$ cat src/rtl/mux_arb_pkg.sv
// Shared types and helpers for the round-robin select-line arbiter.
// Holds the fixed requester count, select width, FSM state type and the
// round-robin pick function used by mux_rr_pick.
package mux_arb_pkg;

  localparam int N_REQ = 8;
  localparam int SEL_W = 3;

  typedef enum logic {
    IDLE = 1'b0,  // output register empty
    HOLD = 1'b1   // output register holds an item awaiting out_ready
  } arb_state_t;

  typedef struct packed {
    logic             found;
    logic [SEL_W-1:0] idx;
  } pick_t;

  // First set req bit scanning upward from ptr+1, wrapping modulo N_REQ.
  // The loop walks offsets from farthest to nearest so the nearest hit is
  // the last one written and therefore wins.
  function automatic pick_t rr_pick(input logic [N_REQ-1:0] req,
                                    input logic [SEL_W-1:0] ptr);
    pick_t            p;
    logic [SEL_W-1:0] lane;
    p = '0;
    for (int k = N_REQ; k >= 1; k--) begin
      lane = ptr + k[SEL_W-1:0];
      if (req[lane]) begin
        p.found = 1'b1;
        p.idx   = lane;
      end
    end
    return p;
  endfunction

endpackage

$ cat src/rtl/mux_rr_pick.sv
// Combinational winner selection for mux_rr_arbiter.
// Default build: round-robin starting after ptr.
// With MUX_ARB_FIXED_PRIO_EN defined: fixed priority, lowest index wins,
// and the ptr input does not exist.
module mux_rr_pick
  import mux_arb_pkg::*;
(
`ifndef MUX_ARB_FIXED_PRIO_EN
  input  logic [SEL_W-1:0] ptr,
`endif
  input  logic [N_REQ-1:0] req,
  output logic             valid,
  output logic [SEL_W-1:0] idx
);

`ifdef MUX_ARB_FIXED_PRIO_EN

  // Priority encoder: scan high to low so the lowest set index is written last.
  always_comb begin
    // NOTE: every output gets a default at the top of the block so no path
    // leaves it unassigned, which would otherwise infer a latch.
    valid = |req;
    idx   = '0;
    for (int i = N_REQ - 1; i >= 0; i--) begin
      if (req[i]) idx = i[SEL_W-1:0];
    end
  end

`else

  pick_t pick;

  // Round-robin scan from ptr+1.
  always_comb begin
    pick  = rr_pick(req, ptr);
    valid = pick.found;
    idx   = pick.idx;
  end

`endif

endmodule

$ cat src/rtl/mux_rr_arbiter.sv
// Round-robin scheduler for a shared 8:1 select datapath with a
// valid/ready output register.
// Optional build macro: MUX_ARB_FIXED_PRIO_EN switches the picker to fixed
// priority (lowest index wins) and removes the rotating pointer.
module mux_rr_arbiter
  import mux_arb_pkg::*;
#(
  parameter int N  = N_REQ,
  parameter int DW = 8
) (
  input  logic              clk,
  input  logic              rst_n,
  input  logic [N-1:0]      req,
  input  logic [N*DW-1:0]   din,
  output logic [N-1:0]      gnt,
  output logic              out_valid,
  input  logic              out_ready,
  output logic [DW-1:0]     out_data,
  output logic [SEL_W-1:0]  out_sel
);

  arb_state_t       state;
  logic             pick_valid;
  logic [SEL_W-1:0] pick_idx;
  logic             capture;
  logic [DW-1:0]    lane_data;

`ifndef MUX_ARB_FIXED_PRIO_EN
  // Last granted lane; the next scan starts just above it.
  logic [SEL_W-1:0] ptr;
`endif

  mux_rr_pick u_pick (
`ifndef MUX_ARB_FIXED_PRIO_EN
    .ptr   (ptr),
`endif
    .req   (req),
    .valid (pick_valid),
    .idx   (pick_idx)
  );

  // Decide whether a capture happens this cycle and pulse the matching grant.
  // Reset suppresses grants because no capture can take effect on that edge.
  always_comb begin
    capture = 1'b0;
    gnt     = '0;
    if (rst_n) begin
      unique case (state)
        IDLE:    capture = pick_valid;
        HOLD:    capture = out_ready && pick_valid;
        default: capture = 1'b0;
      endcase
    end
    if (capture) gnt[pick_idx] = 1'b1;
  end

  // Lane mux feeding the output register.
  always_comb begin
    lane_data = din[int'(pick_idx)*DW +: DW];
  end

  // FSM, output register and round-robin pointer.
  always_ff @(posedge clk) begin
    // NOTE: sequential state uses non-blocking assignments so every register
    // samples pre-edge values regardless of statement order.
    if (!rst_n) begin
      state    <= IDLE;
      out_data <= '0;
      out_sel  <= '0;
`ifndef MUX_ARB_FIXED_PRIO_EN
      ptr      <= SEL_W'(N_REQ - 1);
`endif
    end else begin
      unique case (state)
        IDLE:    if (capture) state <= HOLD;
        HOLD:    if (out_ready && !capture) state <= IDLE;
        default: state <= IDLE;
      endcase
      if (capture) begin
        out_data <= lane_data;
        out_sel  <= pick_idx;
`ifndef MUX_ARB_FIXED_PRIO_EN
        ptr      <= pick_idx;
`endif
      end
    end
  end

  assign out_valid = (state == HOLD);

endmodule

$ cat config.mk
export PLATFORM = sky130hd
export DESIGN_NAME = mux_rr_arbiter
export DESIGN_NICKNAME = d
export VERILOG_FILES = /design/src/rtl/mux_arb_pkg.sv /design/src/rtl/mux_rr_pick.sv /design/src/rtl/mux_rr_arbiter.sv
export SDC_FILE = /design/constraint.sdc
export NUM_CORES = 1
export LEC_CHECK = 0
export BUFFER_PORTS_ARGS = -buffer_cell sky130_fd_sc_hd__buf_2
export CAP_MARGIN = 10
export CORE_AREA = 8 8 71 85
export CTS_CLUSTER_SIZE = 16
export DETAILED_ROUTE_END_ITERATION = 6
export DIE_AREA = 0 0 79 93
export HOLD_SLACK_MARGIN = 0.12
export PLACE_DENSITY_LB_ADDON = 0.12
export SETUP_SLACK_MARGIN = 0.15
export SLEW_MARGIN = 20
export SYNTH_ARGS = -nofsm -noshare
export SYNTH_HDL_FRONTEND = slang
export SYNTH_SLANG_ARGS = --single-unit
$ cat constraint.sdc
create_clock -name clk -period 7.3 [get_ports clk]
set_clock_uncertainty 0.2 [all_clocks]
set_input_delay 1.46 -clock clk [delete_from_list [all_inputs] [get_ports clk]]
set_output_delay 1.46 -clock clk [all_outputs]
set_load 0.01 [all_outputs]
==> results of run 1 <==
==> cells in the mapped netlist, drive strengths merged <==
master   instances
o32ai            8
a31oi            1
a32oi            1
o211ai           1
ha               2
mux2             6
xor2             1
o22ai            2
o21ai           12
inv             25
or3              2
a221o            2
o21ba            8
nand3            4
o2111ai          1
nor2            16
o221a            1
buf             13
xnor2            2
or4              2
nor3b            1
a21o             1
a22oi            2
nand2b           2
nor4             1
dfxtp           15
a311o            1
clkbuf           9
a32o             1
nand4            1
a221oi           5
a21oi           21
o21a             1
a22o             1
nor2b            4
o221ai           1
or2              1
mux2i           30
nand2            9
a211oi          36
a311oi           2
nor3             2
a21boi           1
and2             4
mux4            12
==> cell type report <==
class,count,area (sq um),share of cell area
Tap cell,60,75.1,0.0271
Clock buffer,4,45.0,0.0163
Timing Repair Buffer,100,515,0.186
Multi-Input combinational cell,212,1740,0.628
Sequential cell,15,300,0.108
Inverter,25,93.8,0.0339
==> power groups by stage <==
stage          Sequential, mW  Combinational [mW]  Clock, mW
6_report                0.156                1.52     0.0667
5_1_grt                 0.161                1.65     0.0715
4_1_cts                 0.155                1.51     0.0683
3_5_place_dp            0.156                1.50          0
3_3_place_gp            0.156                1.50          0
2_1_floorplan           0.156                1.21          0
==> critical path, cell delays in order <==
cell	delay [ns]
buf_2	0.15
mux4_2	0.57
mux2i_1	0.37
nor2_1	0.07
nor2_1	0.76
a21o_1	0.30
nand2_1	0.15
nor3_1	0.20
buf_2	0.16
==> stage by stage <==
stage	area (sq um)	hold WS (ns)	util
after detailed placement	2730	0.270	0.572
after global routing	2770	0.332	0.582
final	2770	0.278	0.582
after floorplan	2260	0.288	-
after global placement	2730	0.266	0.572
after CTS	2770	0.279	0.582
==> final timing paths <==
path,from,endpoint,slack (ns),cells past startpoint
setup / recovery,req[5],gnt[6],1.45,9
hold / removal,out_sel[0],out_sel[0],0.28,2
setup reg to reg,ptr[1],out_data[3],2.78,11
hold reg to reg,out_sel[0],out_sel[0],0.28,2
==> registers in the layout, indices dropped and copies added (netlist names) <==
name and cells:
out_sel 3, ptr 3, out_valid 1, out_data 8
==> per-layer routing <==
layer,track usage,share of wire,wire length [um]
met3,0.0489,0.072,531
met2,0.340,0.50,3720
met1,0.221,0.40,2980
met5,0,0,0
met4,0.0557,0.022,161
==> logic make-up (layout without fill, tap and decap cells) <==
| group | after synthesis | count (layout) | synth area share |
|---|---|---|---|
| compound gates | 110 | 110 | 0.358 |
| xor+xnor | 3 | 3 | 0.0116 |
| fa+ha+maj | 2 | 2 | 0.0111 |
| buf+inv | 47 | 129 | 0.0963 |
| flops | 15 | 15 | 0.133 |
| mux | 48 | 48 | 0.282 |
| simple gates | 49 | 49 | 0.107 |
==> metrics.md, run 1 <==
| Metric | Value |
|---|---|
| Largest net degree at the start of global routing | 33 |
| Synth Instances | 274 |
| Gp weighted congestion | 0.919 |
| Worst EP required | 5.64 ns |
| Endpoints failing setup | 0 |
| Syn avg cell area | 8.25 sq um |
| Post-synthesis register bit count | 15 |
| Post-synth top area share | 0.133 |
| Sequential area share after synthesis | 0.133 |
| Dpl cells | 412 |
| Initial core utilization | 0.474 |
| Hold Path Class | reg2reg |
| P&R area growth vs syn | 22.6% |
| Crit path time final | 5.85 ns |
| Clock network power share | 0.038 |
| Fraction of power spent switching nets | 0.549 |
| Core ar. | 4760 sq um |
| CTS Buf Count | 3 |
| First-pass GRT wire length | 11.7 mm |
| Final TNS setup | 0 ns |
| Total iterations of the first detailed-routing run | 4 |
| Post-Syn Area | 2260 sq um |
| Max Cap Viol | 0 |
| Initial antenna violation count | 0 |
| I/O pins | 95 |
| All-Layer GR Usage | 0.193 |
| Commonest non-fill, non-tap cell in the layout | buf_2 |
| Post-DRT Antenna Nets | 0 |
| Cell Int Power | 783 uW |
| Total number of vias | 2535 |
| Final Non-Filler Cells | 416 |
| Clock Latency Late Sink | 0.24 ns |
| Max Transition Viols Final | 0 |
| Yosys top cell by area | dfxtp_1 |
| Worst Path Arrival | 4.19 ns |
| Pwr Total | 1.74 mW |
| H-tree levels | 1 |
| Die Area | 7350 sq um |
| Final hold vios | 0 |
| Drc violations | 0 |
| Grt ovf | 0 |
| Vias per cell | 6.09 |
| Vias in the first global route | 2470 |
| Clk sinks | 15 |
| CP endpoint kind | primary output |
| Die X | 79 um |
| Most frequent cells in the layout | buf_2, a211oi_1, mux2i_1 |
| Sequential share of power | 0.090 |
| Rows | 28 |
| Yosys cell types | 52 |
| Hold Buf Count CTS | 0 |
| Gate power share | 0.872 |
| Ant. Diodes | 0 |
| RSZ-0062 raised after global routing | no |
| CTS tree | done |
| CP startpoint kind | input port |
| CTS max path bufs | 2 |
| Switching power | 955 uW |
| Clock Pin Slew Worst Setup and Hold Paths | 0.06 ns |
| Share of cells above drive strength 1 | 0.351 |
| Fmax | 171 MHz |
| Status | finished clean |
| Leak | 1.28 nW |
| Synth Net Count | 351 |
| Setup WS post-layout | 1.45 ns |
| WL per Instance | 17.8 um |
| Dpl hpwl | 5.89 mm |
| Die extent in y | 93 um |
| CTS resizes | 0 |
| Crit-path max FO | 17 |
| Cell area power density | 627 nW/um^2 |
| Worst-Margin Slew | 0.991 ns |
| Slew HR | 0.337 |
| Root Driver | clkbuf_8 |
| Routed wire length | 7.40 mm |
| Worst Path Class, Setup | in2out |
| IO Port Bufs | 94 |
| Peak supply drop | 347 uV |
| Place WS | 1.50 ns |
| Initial drt markers | 186 |
| Fillers | 456 |
| Yosys warning count | 0 |
| Final period util | 0.801 |
| Dominant cells by area after synthesis | dfxtp_1, mux2i_1, a211oi_1 |
| Post-CTS setup buffers | 0 |
| Layout Nets | 434 |
Power figures use the tool's default switching activity.
==> run 2: changes to the inputs <==
ABC_AREA = 1   (was default)
CORE_AREA = 8 8 69 83   (was 8 8 71 85)
DIE_AREA = 0 0 77 91   (was 0 0 79 93)
clock period = 5.8 ns   (was 7.3 ns; I/O delays follow)
==> metrics.md, run 2 <==
| Metric | Value |
|---|---|
| Synth Net Count | 450 (+28%) |
| CTS resizes | 0 (unchanged) |
| Grt ovf | 0 (unchanged) |
| Met2 Usage GRT | 0.354 (+0.0137) |
| Cell Chain, Critical Path | inv_4, ha_1, inv_2, nand3_1, nand2_1, nor2_1, inv_2, nand2_2, inv_2, nand2_1, nor4_2, nor2_2, nand3_1, nor2_1, buf_2 |
| Core ar. | 4460 sq um (-6.4%) |
| Dpl hpwl | 5.39 mm (-8.5%) |
| Rows | 27 (-3.6%) |
| Die X | 77 um (-2.5%) |
| Sequential area share after synthesis | 0.149 (+0.0158) |
| Fillers | 499 (+9.4%) |
| Hold Buf Count CTS | 0 (unchanged) |
| Total iterations of the first detailed-routing run | 6 (+2) |
| Largest net degree at the start of global routing | 35 (+6.1%) |
| Register-to-Register Path Depth | 15 (+4) |
| Yosys top cell by area | nand2_1 |
| Top_reg_cell synth | dfxtp_1 |
| Root Driver | clkbuf_8 |
| Async S/R FF share, synth | 0 (unchanged) |
| Dominant cells by area after synthesis | nand2_1, nand3_1, dfxtp_1 |
| Status | finished clean |
| Post-Syn Area | 2020 sq um (-11%) |
| Yosys warning count | 0 (unchanged) |
| Final hold vios | 0 (unchanged) |
| Fmax | 197 MHz |
| Gp weighted congestion | 0.969 (+5.5%) |
| Clk sinks | 15 (unchanged) |
| CTS Buf Count | 3 (unchanged) |
| Most frequent cell after synthesis | nand2_1 |
| RSZ-0062 raised after global routing | no |
| Endpoints failing setup | 0 (unchanged) |
| CTS max path bufs | 2 (unchanged) |
| Post-CTS setup buffers | 0 (unchanged) |
| Crit-path max FO | 24 (+7) |
| Met1 GRT Util | 0.201 (-0.0203) |
| P&R area growth vs syn | 22.6% (about the same) |
| First-pass GRT wire length | 11.3 mm (-3.6%) |
| Post-DRT Antenna Nets | 0 (unchanged) |
| WHS Path Cells | 2 (unchanged) |
| Busiest grt layer | met2 |
| H-tree levels | 1 (unchanged) |
| Crit path time final | 5.08 ns |
| Share of cells above drive strength 1 | 0.312 (-0.0390) |
| Post-synthesis register bit count | 15 (unchanged) |
| Synth Instances | 373 (+36%) |
| CP startpoint kind | flip-flop |
| CTS tree | done |
| Post-synth top area share | 0.290 (+0.157) |
| Worst EP required | 4.44 ns (-1.20 ns) |
| Clock Pin Slew Worst Setup and Hold Paths | 0.06 ns (about the same) |
| Most frequent cells in the layout | nand2_1, buf_2, nand3_1 |
| Initial drt markers | 190 (+2.2%) |
| Number of flops mapped to enable cells by yosys | 0 (unchanged) |
| IO Port Bufs | 94 (unchanged) |
| Worst-Margin Slew | 0.863 ns (-0.128 ns) |
| Slowest cell on crit path | nor2_2 |
| Layout Nets | 533 (+23%) |
| I/O pins | 95 (unchanged) |
| Ant. Diodes | 0 (unchanged) |
| Final TNS setup | 0 ns (unchanged) |
| Initial antenna violation count | 0 (unchanged) |
| Routed wire length | 6.69 mm (-9.6%) |
| Initial core utilization | 0.453 (-0.0214) |
| Max Cap Viol | 0 (unchanged) |
| M3 GR Usage | 0.0473 (-0.00161) |
| Worst Path Arrival | 3.72 ns (-0.47 ns) |
| WL per Instance | 13.0 um (-27%) |
| All-Layer GR Usage | 0.186 (-0.00683) |
| Worst Path Class, Setup | reg2out |
| Biggest regs | out_data x8, out_sel x3, ptr x3 |
| Hold Path Class | reg2reg |
| Die Area | 7010 sq um (-4.6%) |
| Die extent in y | 91 um (-2.2%) |
| Vias in the first global route | 2562 (+3.7%) |
| Max Transition Viols Final | 0 (unchanged) |
| Total number of vias | 2568 (+1.3%) |
| Final period util | 0.875 |
| Largest stage delay, worst path | 0.66 ns (-0.10 ns) |
| Vias per cell | 5.01 (-18%) |
| Most numerous cell on the critical path | inv_2 |
| Synth cell count leaders | nand2_1, nand3_1, nor2_1, a21oi_1, nand2_2 |
| CP endpoint kind | primary output |
| Max reg flops | 8 (unchanged) |
| Commonest non-fill, non-tap cell in the layout | nand2_1 |
| Clock Latency Late Sink | 0.25 ns (about the same) |
| Most flops, register | out_data |
| Slew HR | 0.424 (+0.0873) |
| Drc violations | 0 (unchanged) |
| Syn avg cell area | 5.41 sq um (-34%) |
| Yosys cell types | 30 (-42%) |
-- run 2: cell count changes in the layout (fill, tap and decap cells not counted), moves of 12 or more --
cell	change
nand2_1	+147
nand3_1	+65
a211oi_1	-36
mux2i_1	-30
nand2_2	+17
nor2_1	+13
mux4_2	-12
-- run 2: path summary, 6_finish.rpt --
| check | slack (ns) | start | endpoint |
|---|---|---|---|
| worst min register to register | 0.26 | out_sel[2] | out_sel[2] |
| worst max-delay path | 0.72 | ptr[0] | gnt[4] |
| worst max register to register | 2.16 | ptr[0] | ptr[0] |
| worst min-delay path | 0.26 | out_sel[2] | out_sel[2] |
-- run 2: logic make-up (layout without fill, tap and decap cells) --
logic type               count (synthesis)  count (layout)  share of synthesized area
AND/OR/NAND/NOR                        285             285                      0.638
XOR/XNOR                                 3               3                     0.0130
adder cells (fa/ha/maj)                  2               2                     0.0124
AO/OA/AOI/OAI                           24              24                     0.0688
buffers and inverters                   44             126                      0.120
flip-flops                              15              15                      0.149
-- run 2: layer usage --
layer / vias up / part of all wire
met5: - / 0
met4: 0 / 0.0066
met3: 4 / 0.062
met2: 79 / 0.52
met1: 1132 / 0.41
li1: 1353 / -
-- run 2: cell type report --
cell class | instances | area, sq um | area share
Multi-Input combinational cell | 314 | 1480 | 0.597
Timing Repair Buffer | 94 | 470 | 0.190
Sequential cell | 15 | 300 | 0.121
Inverter | 28 | 109 | 0.0440
Tap cell | 58 | 72.6 | 0.0293
Clock buffer | 3 | 41.3 | 0.0167
Clock inverter | 1 | 5.00 | 0.00202
-- run 2: critical path: cells and delay by family, from the launching register on --
family	cells	cell delay [ns]
fa+ha+maj	1	0.44
buf+inv	5	0.57
flops	1	0.60
simple gates	9	1.86
-- run 2: per-stage QoR --
step	worst slack [ns]	std cells	hold WS (ns)	cell area [sq um]	util
after global routing	0.345	513	0.294	2480	0.555
after floorplan	1.98	373	0.284	2020	-
final	0.723	513	0.262	2480	0.555
after CTS	0.775	513	0.265	2480	0.555
after detailed placement	0.992	509	0.256	2430	0.545
after global placement	1.03	509	0.250	2430	0.545
Power of run 2 is not shown: default switching activity piles up to over one toggle a cycle in this logic, so the estimate is an artifact.
==> run 3: changes to the inputs <==
PLACE_DENSITY = 0.79   (was default)
PLACE_DENSITY_LB_ADDON = default   (was 0.12)
==> metrics.md, run 3 (synthesis gave the netlist of run 2 again) <==
| Metric | Value |
|---|---|
| Status | finished clean |
| Largest net degree at the start of global routing | 35 (unchanged) |
| Routed wire length | 6.55 mm (-2.2%) |
| Biggest regs | out_data x8, out_sel x3, ptr x3 |
| Gp weighted congestion | 0.986 (+1.7%) |
| Worst Path Arrival | 3.63 ns (-0.09 ns) |
| Worst Path Class, Setup | reg2out |
| All-Layer GR Usage | 0.184 (-0.00208) |
| Layout Nets | 533 (unchanged) |
| Total iterations of the first detailed-routing run | 4 (-2) |
| Multi-input gate area | 1480 sq um (unchanged) |
| Final period util | 0.860 (-0.0148) |
| Total number of vias | 2590 (+0.86%) |
| H-tree levels | 1 (unchanged) |
| Die Area | 7010 sq um (unchanged) |
| WL per Instance | 12.8 um (-2.2%) |
| Core ar. | 4460 sq um (unchanged) |
| I/O pins | 95 (unchanged) |
| RSZ-0062 raised after global routing | no |
| Post-DRT Antenna Nets | 0 (unchanged) |
| Final TNS setup | 0 ns (unchanged) |
| Final Instance Area | 2470 sq um (about the same) |
| Clk sinks | 15 (unchanged) |
| Initial antenna violation count | 0 (unchanged) |
| CTS tree | done |
| Initial drt markers | 135 (-29%) |
| CP startpoint kind | flip-flop |
| First-pass GRT wire length | 11.1 mm (-2.0%) |
| Fmax | 200 MHz (+1.7%) |
| Worst-Margin Slew | 0.826 ns (-0.0377 ns) |
| IO Port Bufs | 94 (unchanged) |
| Root Driver | clkbuf_8 |
| Die X | 77 um (unchanged) |
| CP endpoint kind | primary output |
| Post-CTS setup buffers | 0 (unchanged) |
| CTS Buf Count | 3 (unchanged) |
| Fillers | 504 (+1.0%) |
| CTS max path bufs | 2 (unchanged) |
| Die extent in y | 91 um (unchanged) |
| Drc violations | 0 (unchanged) |
| Most frequent cells in the layout | nand2_1, buf_2, nand3_1 |
| Most flops, register | out_data |
| Clock Pin Slew Worst Setup and Hold Paths | 0.06 ns (about the same) |
| Clock Latency Late Sink | 0.25 ns (about the same) |
| Crit path time final | 4.99 ns (-0.0858 ns) |
| Cell Area, Placed | 2430 sq um (unchanged) |
| Vias in the first global route | 2559 (-0.12%) |
| Commonest non-fill, non-tap cell in the layout | nand2_1 |
| Max reg flops | 8 (unchanged) |
| Worst EP required | 4.44 ns (about the same) |
| Initial core utilization | 0.453 (unchanged) |
| Grt ovf | 0 (unchanged) |
| FF+latch area | 300 sq um (unchanged) |
| Vias per cell | 5.05 (+0.86%) |
| Max Transition Viols Final | 0 (unchanged) |
| Endpoints failing setup | 0 (unchanged) |
| Hold Path Class | reg2reg |
| Crit-path max FO | 24 (unchanged) |
| Final hold vios | 0 (unchanged) |
| Hold Buf Count CTS | 0 (unchanged) |
| P&R area growth vs syn | 22.6% (about the same) |
| Max Cap Viol | 0 (unchanged) |
| Slew HR | 0.449 (+0.0252) |
| Share of cells above drive strength 1 | 0.310 (-0.00220) |
| Rows | 27 (unchanged) |
| Ant. Diodes | 0 (unchanged) |
| CTS resizes | 0 (unchanged) |
| Dpl hpwl | 5.39 mm (about the same) |
## run 3: changes by cell type in the layout (fill, tap and decap cells not counted)
cell / before / now
clkbuf_1: 0 / 1
clkinv_2: 2 / 1
## run 3: path summary, 6_finish.rpt
| check | to | start | cells after the start | slack, ns |
|---|---|---|---|---|
| worst max-delay path | gnt[4] | ptr[0] | 15 | 0.81 |
| worst min-delay path | out_sel[2] | out_sel[2] | 2 | 0.27 |
| worst max register to register | ptr[0] | ptr[0] | 15 | 2.21 |
| worst min register to register | out_sel[2] | out_sel[2] | 2 | 0.27 |
## run 3: worst max-delay path, cell delays in order (launching register included)
cell,delay [ns]
dfxtp_1,0.61
inv_4,0.17
ha_1,0.44
inv_2,0.12
nand3_1,0.14
nand2_1,0.06
nor2_1,0.15
inv_2,0.06
nand2_2,0.09
inv_2,0.05
nand2_1,0.07
nor4_2,0.05
nor2_2,0.64
nand3_1,0.37
nor2_1,0.19
buf_2,0.16
## run 3: area by class of cell
class	instances	share of cell area
well taps	58	0.0293
repair buffers	94	0.190
multi-input cells	314	0.597
clock buffers	4	0.0182
inverters	28	0.0440
flip-flops and latches	15	0.121
## run 3: through the flow
step                 util  hold slack [ns]  instances  setup WS, ns
global placement    0.545            0.259        509          1.10
floorplan               -            0.284        373          1.98
detailed placement  0.545            0.264        509          1.07
CTS                 0.555            0.273        513         0.814
global route        0.555            0.289        513         0.395
finish              0.555            0.268        513         0.809
## run 3: metal layers
layer | part of all wire | track usage | vias to the layer above
li1 | - | - | 1355
met1 | 0.42 | 0.216 | 1127
met2 | 0.51 | 0.324 | 100
met3 | 0.064 | 0.0473 | 8
met4 | 0.0093 | 0.0410 | 0
met5 | 0 | 0 | -
Power of run 3 is left out for the same reason.
